`config.mk`:
```
export PLATFORM = sky130hd
export DESIGN_NAME = alu_operand_join
export DESIGN_NICKNAME = d
export VERILOG_FILES = /design/src/rtl/alu_operand_join.sv
export SDC_FILE = /design/constraint.sdc
export NUM_CORES = 1
export LEC_CHECK = 0
export ABC_CLOCK_PERIOD_IN_PS = 10000
export BUFFER_PORTS_ARGS = -buffer_cell sky130_fd_sc_hd__buf_4
export CAP_MARGIN = 20
export CORE_ASPECT_RATIO = 1.2
export CORE_MARGIN = 1
export CORE_UTILIZATION = 55
export CTS_CLUSTER_DIAMETER = 80
export DETAILED_ROUTE_END_ITERATION = 6
export GPL_TIMING_DRIVEN = 0
export MAX_ROUTING_LAYER = met4
export PLACE_DENSITY = 0.83
export SLEW_MARGIN = 20
export SYNTH_ARGS = -nofsm -noshare
export SYNTH_HDL_FRONTEND = slang
export SYNTH_SLANG_ARGS = --single-unit
```
`constraint.sdc`:
```
create_clock -name clk -period 10 [get_ports clk]
set_clock_uncertainty 0.15 [all_clocks]
set_input_delay 1 -clock clk [delete_from_list [all_inputs] [get_ports clk]]
set_output_delay 1 -clock clk [all_outputs]
set_load 0.005 [all_outputs]
```
`src/rtl/alu_operand_join.sv`:
```
// Operand-join stage ahead of an ALU cell: two buffered operand streams are
// merged into one aligned pair according to the ALU operation code.

module alu_operand_join_fifo #(
    parameter int W     = 32,
    parameter int DEPTH = 2
) (
    input  logic                       clk,
    input  logic                       reset_n,
    input  logic                       push_i,
    input  logic                       pop_i,
    input  logic [W-1:0]               data_i,
    output logic [W-1:0]               head_o,
    output logic [$clog2(DEPTH):0]     cnt_o
);
    localparam int AW = $clog2(DEPTH);

    logic [W-1:0]  mem_q [DEPTH];
    logic [AW-1:0] wr_q, wr_d;
    logic [AW-1:0] rd_q, rd_d;
    logic [AW:0]   cnt_q, cnt_d;

    always_comb begin
        wr_d  = wr_q;
        rd_d  = rd_q;
        cnt_d = cnt_q;
        if (push_i) begin
            wr_d = wr_q + 1'b1;
        end
        if (pop_i) begin
            rd_d = rd_q + 1'b1;
        end
        if (push_i && !pop_i) begin
            cnt_d = cnt_q + 1'b1;
        end else if (!push_i && pop_i) begin
            cnt_d = cnt_q - 1'b1;
        end
    end

    always_ff @(posedge clk) begin
        if (!reset_n) begin
            wr_q  <= '0;
            rd_q  <= '0;
            cnt_q <= '0;
        end else begin
            wr_q  <= wr_d;
            rd_q  <= rd_d;
            cnt_q <= cnt_d;
        end
    end

    // Storage is deliberately not reset; heads are don't-care while empty.
    always_ff @(posedge clk) begin
        if (reset_n && push_i) begin
            mem_q[wr_q] <= data_i;
        end
    end

    assign head_o = mem_q[rd_q];
    assign cnt_o  = cnt_q;
endmodule

// Handshakes: a token moves on a rising edge where valid & ready are both
// high; ready never depends on the same-cycle valid of the other side.
module alu_operand_join #(
    parameter int size  = 32,
    parameter int DEPTH = 2
) (
    input  logic                       clk,
    input  logic                       reset_n,
    input  logic [1:0]                 config_sig,
    input  logic [size-1:0]            in0,
    input  logic                       in0_valid,
    output logic                       in0_ready,
    input  logic [size-1:0]            in1,
    input  logic                       in1_valid,
    output logic                       in1_ready,
    output logic [size-1:0]            out0,
    output logic [size-1:0]            out1,
    output logic                       out_valid,
    input  logic                       out_ready,
    output logic [$clog2(DEPTH):0]     cnt0,
    output logic [$clog2(DEPTH):0]     cnt1
);
    localparam int CW = $clog2(DEPTH) + 1;
    localparam logic [CW-1:0] FULL = CW'(DEPTH);

    logic            req0, req1;
    logic            push0, push1, pop0, pop1, fire;
    logic [size-1:0] head0, head1;

    assign req0 = (config_sig != 2'd3);
    assign req1 = (config_sig != 2'd2);

    // Unused inputs are always ready so their tokens drain and are discarded.
    assign in0_ready = req0 ? (cnt0 < FULL) : 1'b1;
    assign in1_ready = req1 ? (cnt1 < FULL) : 1'b1;

    assign out_valid = (!req0 || (cnt0 != '0)) && (!req1 || (cnt1 != '0));
    assign fire      = out_valid && out_ready;

    assign push0 = req0 && in0_valid && in0_ready;
    assign push1 = req1 && in1_valid && in1_ready;
    assign pop0  = req0 && fire;
    assign pop1  = req1 && fire;

    alu_operand_join_fifo #(.W(size), .DEPTH(DEPTH)) u_fifo0 (
        .clk     (clk),
        .reset_n (reset_n),
        .push_i  (push0),
        .pop_i   (pop0),
        .data_i  (in0),
        .head_o  (head0),
        .cnt_o   (cnt0)
    );

    alu_operand_join_fifo #(.W(size), .DEPTH(DEPTH)) u_fifo1 (
        .clk     (clk),
        .reset_n (reset_n),
        .push_i  (push1),
        .pop_i   (pop1),
        .data_i  (in1),
        .head_o  (head1),
        .cnt_o   (cnt1)
    );

    assign out0 = req0 ? head0 : '0;
    assign out1 = req1 ? head1 : '0;
endmodule

```
==> flow_summary.toml, run 1 <==
[critical_path]
path_class = "input port to output pin"
crit_required_ps = 8850
crit_path_start_kind = "input port"
r2r.worst_path.cells = 6
timing.critical_path.arrival_ps = 2180
crit_path_end_kind = "output pin"
critPathMaxFanout = 10

[timing]
tightest_slew_ps = 762
setup_repair_after_global_routing_missed_its_margin = "no"
relSlewSlack_pct = 48.8
setup_total_negative_slack_ps = 0
max_freq_mhz = 300
final-setup-viol-count = 0
layout_worst_path_cycle_share_pct = 33.3
fin_crit_ps = 3330
report.final.slew_viol_count = 0
finalHoldViolCount = 0

[synth]
ys_ff_latch = 138
synth_enable_flop_cells = 128
ys_async_sr_fraction_pct = 0
synth_flop_cell = "sky130_fd_sc_hd__edfxtp_1"
synth.lib_cells_used.distinct = 28
synth_top_area_share_pct = 71.7
ys_top_cells_by_area = "sky130_fd_sc_hd__edfxtp_1, sky130_fd_sc_hd__mux2i_1, sky130_fd_sc_hd__nor2_1"
ys.warnings.count = 0
syn-mean-instance-area_um2 = 16.1
post_synth_inst_count = 334
synth_common_cells = "sky130_fd_sc_hd__edfxtp_1, sky130_fd_sc_hd__mux2i_1, sky130_fd_sc_hd__nor2_1, sky130_fd_sc_hd__dfxtp_1"
synthesis.nets = 407
yosysSeqAreaShare_pct = 75.4
mappedNetlistArea_um2 = 5360
synth.most_common_cell = "sky130_fd_sc_hd__edfxtp_1"
most_area_hungry_cell_type_in_the_yosys_netlist = "sky130_fd_sc_hd__edfxtp_1"

[floorplan]
fp.dieW_um = 92.1
design.die.area_um2 = 10200
ioPinCount = 142
core_area_um2 = 9520
fp.dieH_um = 110
start_util_pct = 56.4
rows = 39

[global_routing]
via_count_of_the_first_global_routing_pass = 3251
grt_antenna_before_repair = 0
grt_use_total_pct = 20.8
grt_first_pass_wirelength_um = 15100
overflow = 0
grt_max_degree = 33

[clock_tree]
cts_setup_buffers = 0
cts_made_buffers = 17
worst_setup_hold_path_clk_slew_ps = 50
cts.root.buffer_cell = "sky130_fd_sc_hd__clkbuf_16"
max-clock-path-buffers = 2
clock_latency_ps = 400
clock_sinks = 138
cts_h_tree_depth = 4
tritoncts_clock_tree = "built"
cts.hold.buffers_added = 0
cts.repair.resized = 0

[worst_hold_path]
worstHoldPathType = "flip-flop to flip-flop"
min_delay_path_depth = 2

[final_layout]
num-nets-final = 574
antennaDiodeCount = 0
multiInputGateArea_um2 = 1250
area_growth_syn_to_layout_pct = 35.5
post-route-util_pct = 76.4
drive_above_1_share_pct = 37.4
filler_cell_count = 537
sequential_cell_area_um2 = 4040

[pwr]
cellLeakagePower_uw = 0.00275
max-vdd-ir-drop_mv = 0.149
pwr_density_cell_nw_per_um2 = 224

[routing]
routedWlPerCell_um = 15.4
drc_errors_left = 0
ant_nets = 0
detailed_router_iteration_count_before_antenna_repair = 4
via_count = 3256
route.final.wire_length_um = 9830
initialDrtViolationCount = 158
drt-vias-per-instance = 5.11

[run_status]
run_status = "finished clean"

[placed_design]
number_of_input_and_output_port_buffers_inserted = 141
place.detailed.hpwl_um = 6850
globalplace.congestion = 0.772

[job]
maxCapViolations = 0
final cells by class:
class / instances / share of cell area (%)
buffer: 16 / 0.964
clock buffer: 17 / 5.86
tap: 123 / 2.12
timing repair buffer: 148 / 15.2
inverter: 4 / 0.207
clock inverter: 15 / 2.81
sequential: 138 / 55.7
multi-input combinational: 176 / 17.2
metrics by stage:
| step | setup slack (ps) | std cells | instance area, µm² | hold slack, ps | total power, µW |
|---|---|---|---|---|---|
| 3_5_place_dp | 6670 | 605 | 6640 | 329 | 983 |
| 4_1_cts | 6660 | 637 | 7270 | 339 | 1640 |
| 2_1_floorplan | 4960 | 334 | 5360 | 302 | 852 |
| 6_report | 6670 | 637 | 7270 | 337 | 1630 |
| 5_1_grt | 6530 | 637 | 7270 | 368 | 1690 |
| 3_3_place_gp | 3470 | 598 | 6580 | 311 | 969 |
state kept, by name, indices dropped and copies added (netlist names), named ones only:
signal,count
u_fifo0.cnt_o,2
u_fifo1.wr_q,1
u_fifo0.wr_q,1
u_fifo1.rd_q,1
u_fifo0.rd_q,1
u_fifo1.cnt_o,2
u_fifo1.mem_q,64
u_fifo0.mem_q,64
routing by layer:
| metal | share of wire (%) | track usage [%] |
|---|---|---|
| met3 | 6.9 | 7.48 |
| met2 | 52 | 34.2 |
| met4 | 1.4 | 8.48 |
| met5 | 0 | - |
| met1 | 39 | 23.3 |
layout by cell type (no fill, tap or decap):
cell,Yosys,routed
sky130_fd_sc_hd__buf_4,0,146
sky130_fd_sc_hd__edfxtp_1,128,128
sky130_fd_sc_hd__nor2_1,68,68
sky130_fd_sc_hd__mux2i_1,68,68
sky130_fd_sc_hd__clkbuf_16,0,17
sky130_fd_sc_hd__buf_2,8,10
sky130_fd_sc_hd__dfxtp_1,10,10
sky130_fd_sc_hd__clkbuf_1,8,8
sky130_fd_sc_hd__nand2_1,5,5
sky130_fd_sc_hd__a21oi_1,5,5
sky130_fd_sc_hd__bufinv_16,0,5
sky130_fd_sc_hd__inv_1,4,4
sky130_fd_sc_hd__nand2b_1,4,4
sky130_fd_sc_hd__xor2_1,4,4
sky130_fd_sc_hd__clkinv_1,0,4
sky130_fd_sc_hd__o21ai_0,3,3
sky130_fd_sc_hd__clkinv_2,0,3
sky130_fd_sc_hd__and3_2,0,2
sky130_fd_sc_hd__or3_1,2,2
sky130_fd_sc_hd__ha_1,2,2
sky130_fd_sc_hd__clkinvlp_4,0,2
sky130_fd_sc_hd__nor2b_1,1,1
sky130_fd_sc_hd__nor3_1,1,1
sky130_fd_sc_hd__and2_1,1,1
sky130_fd_sc_hd__nor2_2,1,1
sky130_fd_sc_hd__a2111oi_4,1,1
sky130_fd_sc_hd__nor4_2,0,1
sky130_fd_sc_hd__o21a_1,1,1
sky130_fd_sc_hd__o311ai_4,1,1
sky130_fd_sc_hd__o21bai_1,1,1
sky130_fd_sc_hd__nor3b_2,0,1
sky130_fd_sc_hd__or3_2,1,1
sky130_fd_sc_hd__o31ai_1,1,1
sky130_fd_sc_hd__or4_1,1,1
sky130_fd_sc_hd__inv_6,0,1
final timing paths:
path | to | slack, ps | from
worst min register to register | flip-flop | 340 | u_fifo1.rd_q
worst max register to register | u_fifo1.cnt_o[1] | 7680 | u_fifo1.cnt_o[1]
worst max-delay path | out1[26] | 6670 | config_sig[0]
worst min-delay path | flip-flop | 340 | u_fifo1.rd_q
power breakdown:
group	leakage (µW)	internal (µW)	switching, µW
sequential	0.00125	676	22.4
combinational	0.00120	142	128
clock	0.000303	438	219
cell families after synthesis:
logic type	share of synthesized area [%]
AND/OR/NAND/NOR	7.02
buffers and inverters	1.59
flip-flops	75.4
adder cells (fa/ha/maj)	0.467
multiplexers	12.7
XOR/XNOR	0.653
AO/OA/AOI/OAI	2.17
worst max-delay path, cell delays in order:
cell and delay (ps):
sky130_fd_sc_hd__buf_4 120, sky130_fd_sc_hd__nor2b_1 100, sky130_fd_sc_hd__buf_2 270, sky130_fd_sc_hd__clkbuf_1 380
sky130_fd_sc_hd__nor2_1 140, sky130_fd_sc_hd__buf_4 160
No activity file was read; power rests on OpenSTA's default activity.
==> inputs of run 2 (changes only) <==
--- a/config.mk
+++ b/config.mk
@@ -5,17 +5,17 @@
 export SDC_FILE = /design/constraint.sdc
 export NUM_CORES = 1
 export LEC_CHECK = 0
-export ABC_CLOCK_PERIOD_IN_PS = 10000
+export ABC_CLOCK_PERIOD_IN_PS = 2900
 export BUFFER_PORTS_ARGS = -buffer_cell sky130_fd_sc_hd__buf_4
 export CAP_MARGIN = 20
 export CORE_ASPECT_RATIO = 1.2
 export CORE_MARGIN = 1
-export CORE_UTILIZATION = 55
+export CORE_UTILIZATION = 47
 export CTS_CLUSTER_DIAMETER = 80
 export DETAILED_ROUTE_END_ITERATION = 6
 export GPL_TIMING_DRIVEN = 0
 export MAX_ROUTING_LAYER = met4
-export PLACE_DENSITY = 0.83
+export PLACE_DENSITY = 0.75
 export SLEW_MARGIN = 20
 export SYNTH_ARGS = -nofsm -noshare
 export SYNTH_HDL_FRONTEND = slang
==> constraint.sdc (replaced) <==
create_clock -name clk -period 2.9 [get_ports clk]
set_clock_uncertainty 0.15 [all_clocks]
set_input_delay 0.29 -clock clk [delete_from_list [all_inputs] [get_ports clk]]
set_output_delay 0.29 -clock clk [all_outputs]
set_load 0.005 [all_outputs]
==> flow_summary.toml, run 2 (synthesis results as in run 1) <==
[run_status]
run_status = "finished clean"

[clock_tree]
cts_setup_buffers = 0
worst_setup_hold_path_clk_slew_ps = 50
cts_made_buffers = 17
cts_h_tree_depth = 4
max-clock-path-buffers = 2
cts.root.buffer_cell = "sky130_fd_sc_hd__clkbuf_16"
clock_latency_ps = 410
cts.repair.resized = 0
clock_sinks = 138
tritoncts_clock_tree = "built"

[critical_path]
timing.critical_path.arrival_ps = 2580
crit_required_ps = 3090
path_class = "flip-flop to flip-flop"
regToRegStartpoint = "u_fifo1.cnt_o[1]"
r2r.worst_path.cells = 6
rrSetupSlack_ps = 510
rr_endpoint = "u_fifo1.cnt_o[1]"
crit_path_end_kind = "flip-flop"
timing.critical_path.from = "u_fifo1.cnt_o[1]"
cp-endpoint = "u_fifo1.cnt_o[1]"
critPathMaxFanout = 9
crit_path_start_kind = "flip-flop"

[global_routing]
overflow = 0
grt_antenna_before_repair = 0
grt_first_pass_wirelength_um = 17400
grt_use_total_pct = 20.3
grt_max_degree = 33
via_count_of_the_first_global_routing_pass = 3758

[floorplan]
design.die.area_um2 = 11800
start_util_pct = 48.4
rows = 42
ioPinCount = 142
core_area_um2 = 11100
fp.dieW_um = 99.5
fp.dieH_um = 119

[routing]
initialDrtViolationCount = 124
via_count = 3503
detailed_router_iteration_count_before_antenna_repair = 4
drc_errors_left = 0
drt-vias-per-instance = 4.80
routedWlPerCell_um = 15.4
route.final.wire_length_um = 11200
ant_nets = 0

[final_layout]
multiInputGateArea_um2 = 1260
most_common_cell_after_layout_fill_and_taps_aside = "sky130_fd_sc_hd__buf_4"
area_growth_syn_to_layout_pct = 47.9
antennaDiodeCount = 0
filler_cell_count = 722
largest_registers_ranked_by_flip_flop_count = "u_fifo0.mem_q: 64 flops, u_fifo1.mem_q: 64 flops"
drive_above_1_share_pct = 33.0
most_used_cells_in_the_layout_excluding_fill_and_tap_cells = "sky130_fd_sc_hd__buf_4, sky130_fd_sc_hd__edfxtp_1, sky130_fd_sc_hd__nor2_1, sky130_fd_sc_hd__mux2i_1, sky130_fd_sc_hd__dlygate4sd3_1"
sequential_cell_area_um2 = 4040
final_design_area_no_fill_um2 = 7930
num-nets-final = 637

[timing]
setup_total_negative_slack_ps = 0
layout_worst_path_cycle_share_pct = 82.5
tightest_slew_ps = 779
max_freq_mhz = 418
report.final.slew_viol_count = 0
final-setup-viol-count = 0
setup_repair_after_global_routing_missed_its_margin = "no"
finalHoldViolCount = 0
fin_crit_ps = 2390
relSlewSlack_pct = 47.7

[pwr]
fraction_of_power_consumed_by_the_clock_network_pct = 37.1
max-vdd-ir-drop_mv = 0.441
sw_frac_of_total_pct = 24.3
post-layout-total-power_uw = 5460
pwr_density_cell_nw_per_um2 = 689
intPower_uw = 4130
cellLeakagePower_uw = 0.00300
comb_power_share_pct = 18.8
sequentialPowerShare_pct = 44.1
power.net_switching_uw = 1330

[job]
maxCapViolations = 0

[worst_hold_path]
worstHoldPathType = "input port to flip-flop"

[placed_design]
globalplace.congestion = 0.668
placed_area_um2 = 6730
place.detailed.hpwl_um = 6900
number_of_input_and_output_port_buffers_inserted = 141
run 2: power by group through the flow:
stage          clock network, µW  registers [µW]  logic, µW
6_report                    2030            2410       1030
5_1_grt                     2140            2430       1110
4_1_cts                     2050            2410       1030
3_5_place_dp                   0            2450        952
3_3_place_gp                   0            2450        903
2_1_floorplan                  0            2440        500
run 2: metal layers:
layer | track usage, % | wire, µm | part of all wire, %
met1 | 20.0 | 4340 | 39
met2 | 36.1 | 6100 | 54
met3 | 7.57 | 688 | 6.1
met4 | 7.63 | 108 | 0.96
met5 | - | 0 | 0
run 2: through the flow:
step | util, % | hold slack, ps | setup slack (ps) | std cells
global route | 71.5 | 92.4 | 407 | 730
floorplan | - | 239 | 198 | 334
detailed placement | 60.7 | 327 | 448 | 635
finish | 71.5 | 64.0 | 507 | 730
CTS | 71.5 | 58.9 | 504 | 730
global placement | 59.8 | 312 | -626 | 629
run 2: worst max-delay path, stage by stage, from the launching register on:
cell,delay (ps)
sky130_fd_sc_hd__dfxtp_1,530
sky130_fd_sc_hd__nor2_2,110
sky130_fd_sc_hd__a2111oi_4,480
sky130_fd_sc_hd__inv_1,90
sky130_fd_sc_hd__ha_1,330
sky130_fd_sc_hd__or3_2,450
sky130_fd_sc_hd__a21oi_1,170
run 2: timing repair:
action,4_1_cts,5_1_grt
endpoints found under the setup margin,0,0
hold buffers,64,0
endpoints found under the hold margin,128,0
run 2: final cells by class:
cell class	count	share of cell area [%]
plain buffers	16	0.884
inverters	4	0.189
well taps	154	2.43
clock inverters	14	1.66
repair buffers	211	22.6
multi-input cells	176	15.9
clock buffers	17	5.37
flip-flops and latches	138	51.0
run 2: worst min-delay path by stage:
stage,to,start,cells past startpoint
finish,u_fifo1.rd_q,reset_n,3
detailed placement,flip-flop,u_fifo1.rd_q,2
global placement,u_fifo1.rd_q,u_fifo1.rd_q,2
global route,u_fifo1.rd_q,reset_n,3
floorplan,u_fifo0.mem_q[0][0],in0[0],0
CTS,u_fifo1.rd_q,reset_n,3
==> inputs of run 3 (changes only) <==
--- a/config.mk
+++ b/config.mk
@@ -5,7 +5,7 @@
 export SDC_FILE = /design/constraint.sdc
 export NUM_CORES = 1
 export LEC_CHECK = 0
-export ABC_CLOCK_PERIOD_IN_PS = 2900
+export ABC_CLOCK_PERIOD_IN_PS = 2000
 export BUFFER_PORTS_ARGS = -buffer_cell sky130_fd_sc_hd__buf_4
 export CAP_MARGIN = 20
 export CORE_ASPECT_RATIO = 1.2
==> constraint.sdc (replaced) <==
create_clock -name clk -period 2 [get_ports clk]
set_clock_uncertainty 0.15 [all_clocks]
set_input_delay 0.2 -clock clk [delete_from_list [all_inputs] [get_ports clk]]
set_output_delay 0.2 -clock clk [all_outputs]
set_load 0.005 [all_outputs]
==> flow_summary.toml, run 3 (synthesis results as in run 1) <==
[routing]
route.final.wire_length_um = 11700
ant_nets = 0
initialDrtViolationCount = 135
detailed_router_iteration_count_before_antenna_repair = 4
via_count = 3528
drc_errors_left = 0
drt-vias-per-instance = 4.81
routedWlPerCell_um = 16.0

[critical_path]
r2r.worst_path.cells = 7
crit_path_start_kind = "flip-flop"
crit_required_ps = 1650
crit_path_end_kind = "output pin"
critPathMaxFanout = 10
path_class = "flip-flop to output pin"
regToRegStartpoint = "u_fifo0.cnt_o[1]"
timing.critical_path.arrival_ps = 1600

[timing]
tightest_slew_ps = 745
fin_crit_ps = 1950
relSlewSlack_pct = 49.9
final-setup-viol-count = 0
layout_worst_path_cycle_share_pct = 97.5
max_freq_mhz = 513
finalHoldViolCount = 0
report.final.slew_viol_count = 0
setup_total_negative_slack_ps = 0
setup_repair_after_global_routing_missed_its_margin = "yes"

[clock_tree]
clock_sinks = 138
clock_latency_ps = 410
worst_setup_hold_path_clk_slew_ps = 60
cts_made_buffers = 17
max-clock-path-buffers = 2
cts.root.buffer_cell = "sky130_fd_sc_hd__clkbuf_16"
tritoncts_clock_tree = "built"
cts_h_tree_depth = 4

[floorplan]
rows = 42
fp.dieH_um = 119
fp.dieW_um = 99.5
start_util_pct = 48.4
core_area_um2 = 11100
ioPinCount = 142
design.die.area_um2 = 11800

[global_routing]
grt_first_pass_wirelength_um = 18100
grt_use_total_pct = 21.0
grt_max_degree = 33
overflow = 0
via_count_of_the_first_global_routing_pass = 3749
grt_antenna_before_repair = 0

[worst_hold_path]
worst_hold_startpoint = "in0_valid"
min_delay_path_depth = 4
worstHoldPathType = "input port to flip-flop"

[placed_design]
placed_cells_incl_taps = 633
place.detailed.hpwl_um = 6940
number_of_input_and_output_port_buffers_inserted = 141
globalplace.congestion = 0.702

[final_layout]
most_common_cell_after_layout_fill_and_taps_aside = "sky130_fd_sc_hd__buf_4"
final_cells = 734
post-route-util_pct = 72.4
antennaDiodeCount = 0
largest_registers_ranked_by_flip_flop_count = "u_fifo0.mem_q: 64 flops, u_fifo1.mem_q: 64 flops"
num-nets-final = 640
most_used_cells_in_the_layout_excluding_fill_and_tap_cells = "sky130_fd_sc_hd__buf_4, sky130_fd_sc_hd__edfxtp_1, sky130_fd_sc_hd__mux2i_1"
filler_cell_count = 698
drive_above_1_share_pct = 34.8
area_growth_syn_to_layout_pct = 49.7

[pwr]
pwr_density_cell_nw_per_um2 = 1000
cellLeakagePower_uw = 0.00302
max-vdd-ir-drop_mv = 0.652
post-layout-total-power_uw = 8040

[job]
maxCapViolations = 0

[run_status]
run_status = "finished clean"
[run 3: cell types whose count changed in the layout (fill, tap and decap cells not counted), sizes merged]
cell,delta
buf,+4
dlygate4sd3,+1
clkbuf,+4
inv,-1
clkinv,-3
clkinvlp,-1
[run 3: stage by stage]
| step | setup slack, ps | area [µm²] | hold slack [ps] |
|---|---|---|---|
| after floorplan | -162 | 5440 | 149 |
| after global placement | -770 | 6690 | 235 |
| after detailed placement | -267 | 6730 | 238 |
| after CTS | 9.54 | 7980 | 37.2 |
| after global routing | -45.0 | 8030 | 51.5 |
| final | 49.4 | 8030 | 49.6 |
[run 3: cell type report]
class                           count  area (µm²)  share of cell area [%]
Clock buffer                       23         448                    5.58
Tap cell                          154         193                    2.40
Timing Repair Buffer              216        1800                    22.4
Multi-Input combinational cell    176        1330                    16.6
Sequential cell                   138        4060                    50.6
Inverter                            4        15.0                   0.187
Clock inverter                      9        98.8                    1.23
Buffer                             14        87.6                    1.09
[run 3: metal layers]
layer / track usage [%] / wire length [µm]
met4: 6.89 / 163
met5: - / 0
met1: 21.0 / 4380
met3: 6.34 / 670
met2: 38.5 / 6500
[run 3: repair_timing]
item,4_1_cts,5_1_grt
setup endpoints to repair,74,104
cloned,0,0
endpoints found under the hold margin,132,0
resized for setup,10,8
hold buffers,65,0
pin swaps,2,3
setup buffers,4,2
[run 3: worst max-delay path, stage by stage, from the launching register on]
cell	delay (ps)
sky130_fd_sc_hd__dfxtp_1	460
sky130_fd_sc_hd__buf_4	280
sky130_fd_sc_hd__mux2i_1	250
sky130_fd_sc_hd__nor2_1	60
sky130_fd_sc_hd__buf_4	150
[run 3: final timing paths]
check / end / slack [ps]
setup / recovery: out1[4] / 50
hold / removal: u_fifo0.wr_q / 50
setup reg to reg: u_fifo1.cnt_o[1] / 60
hold reg to reg: flip-flop / 340
[run 3: power breakdown]
part	switching (µW)	leakage [µW]	internal, µW
registers	149	0.00125	3400
clock network	1090	0.000264	1820
logic	693	0.00150	882
total	1940	0.00302	6110
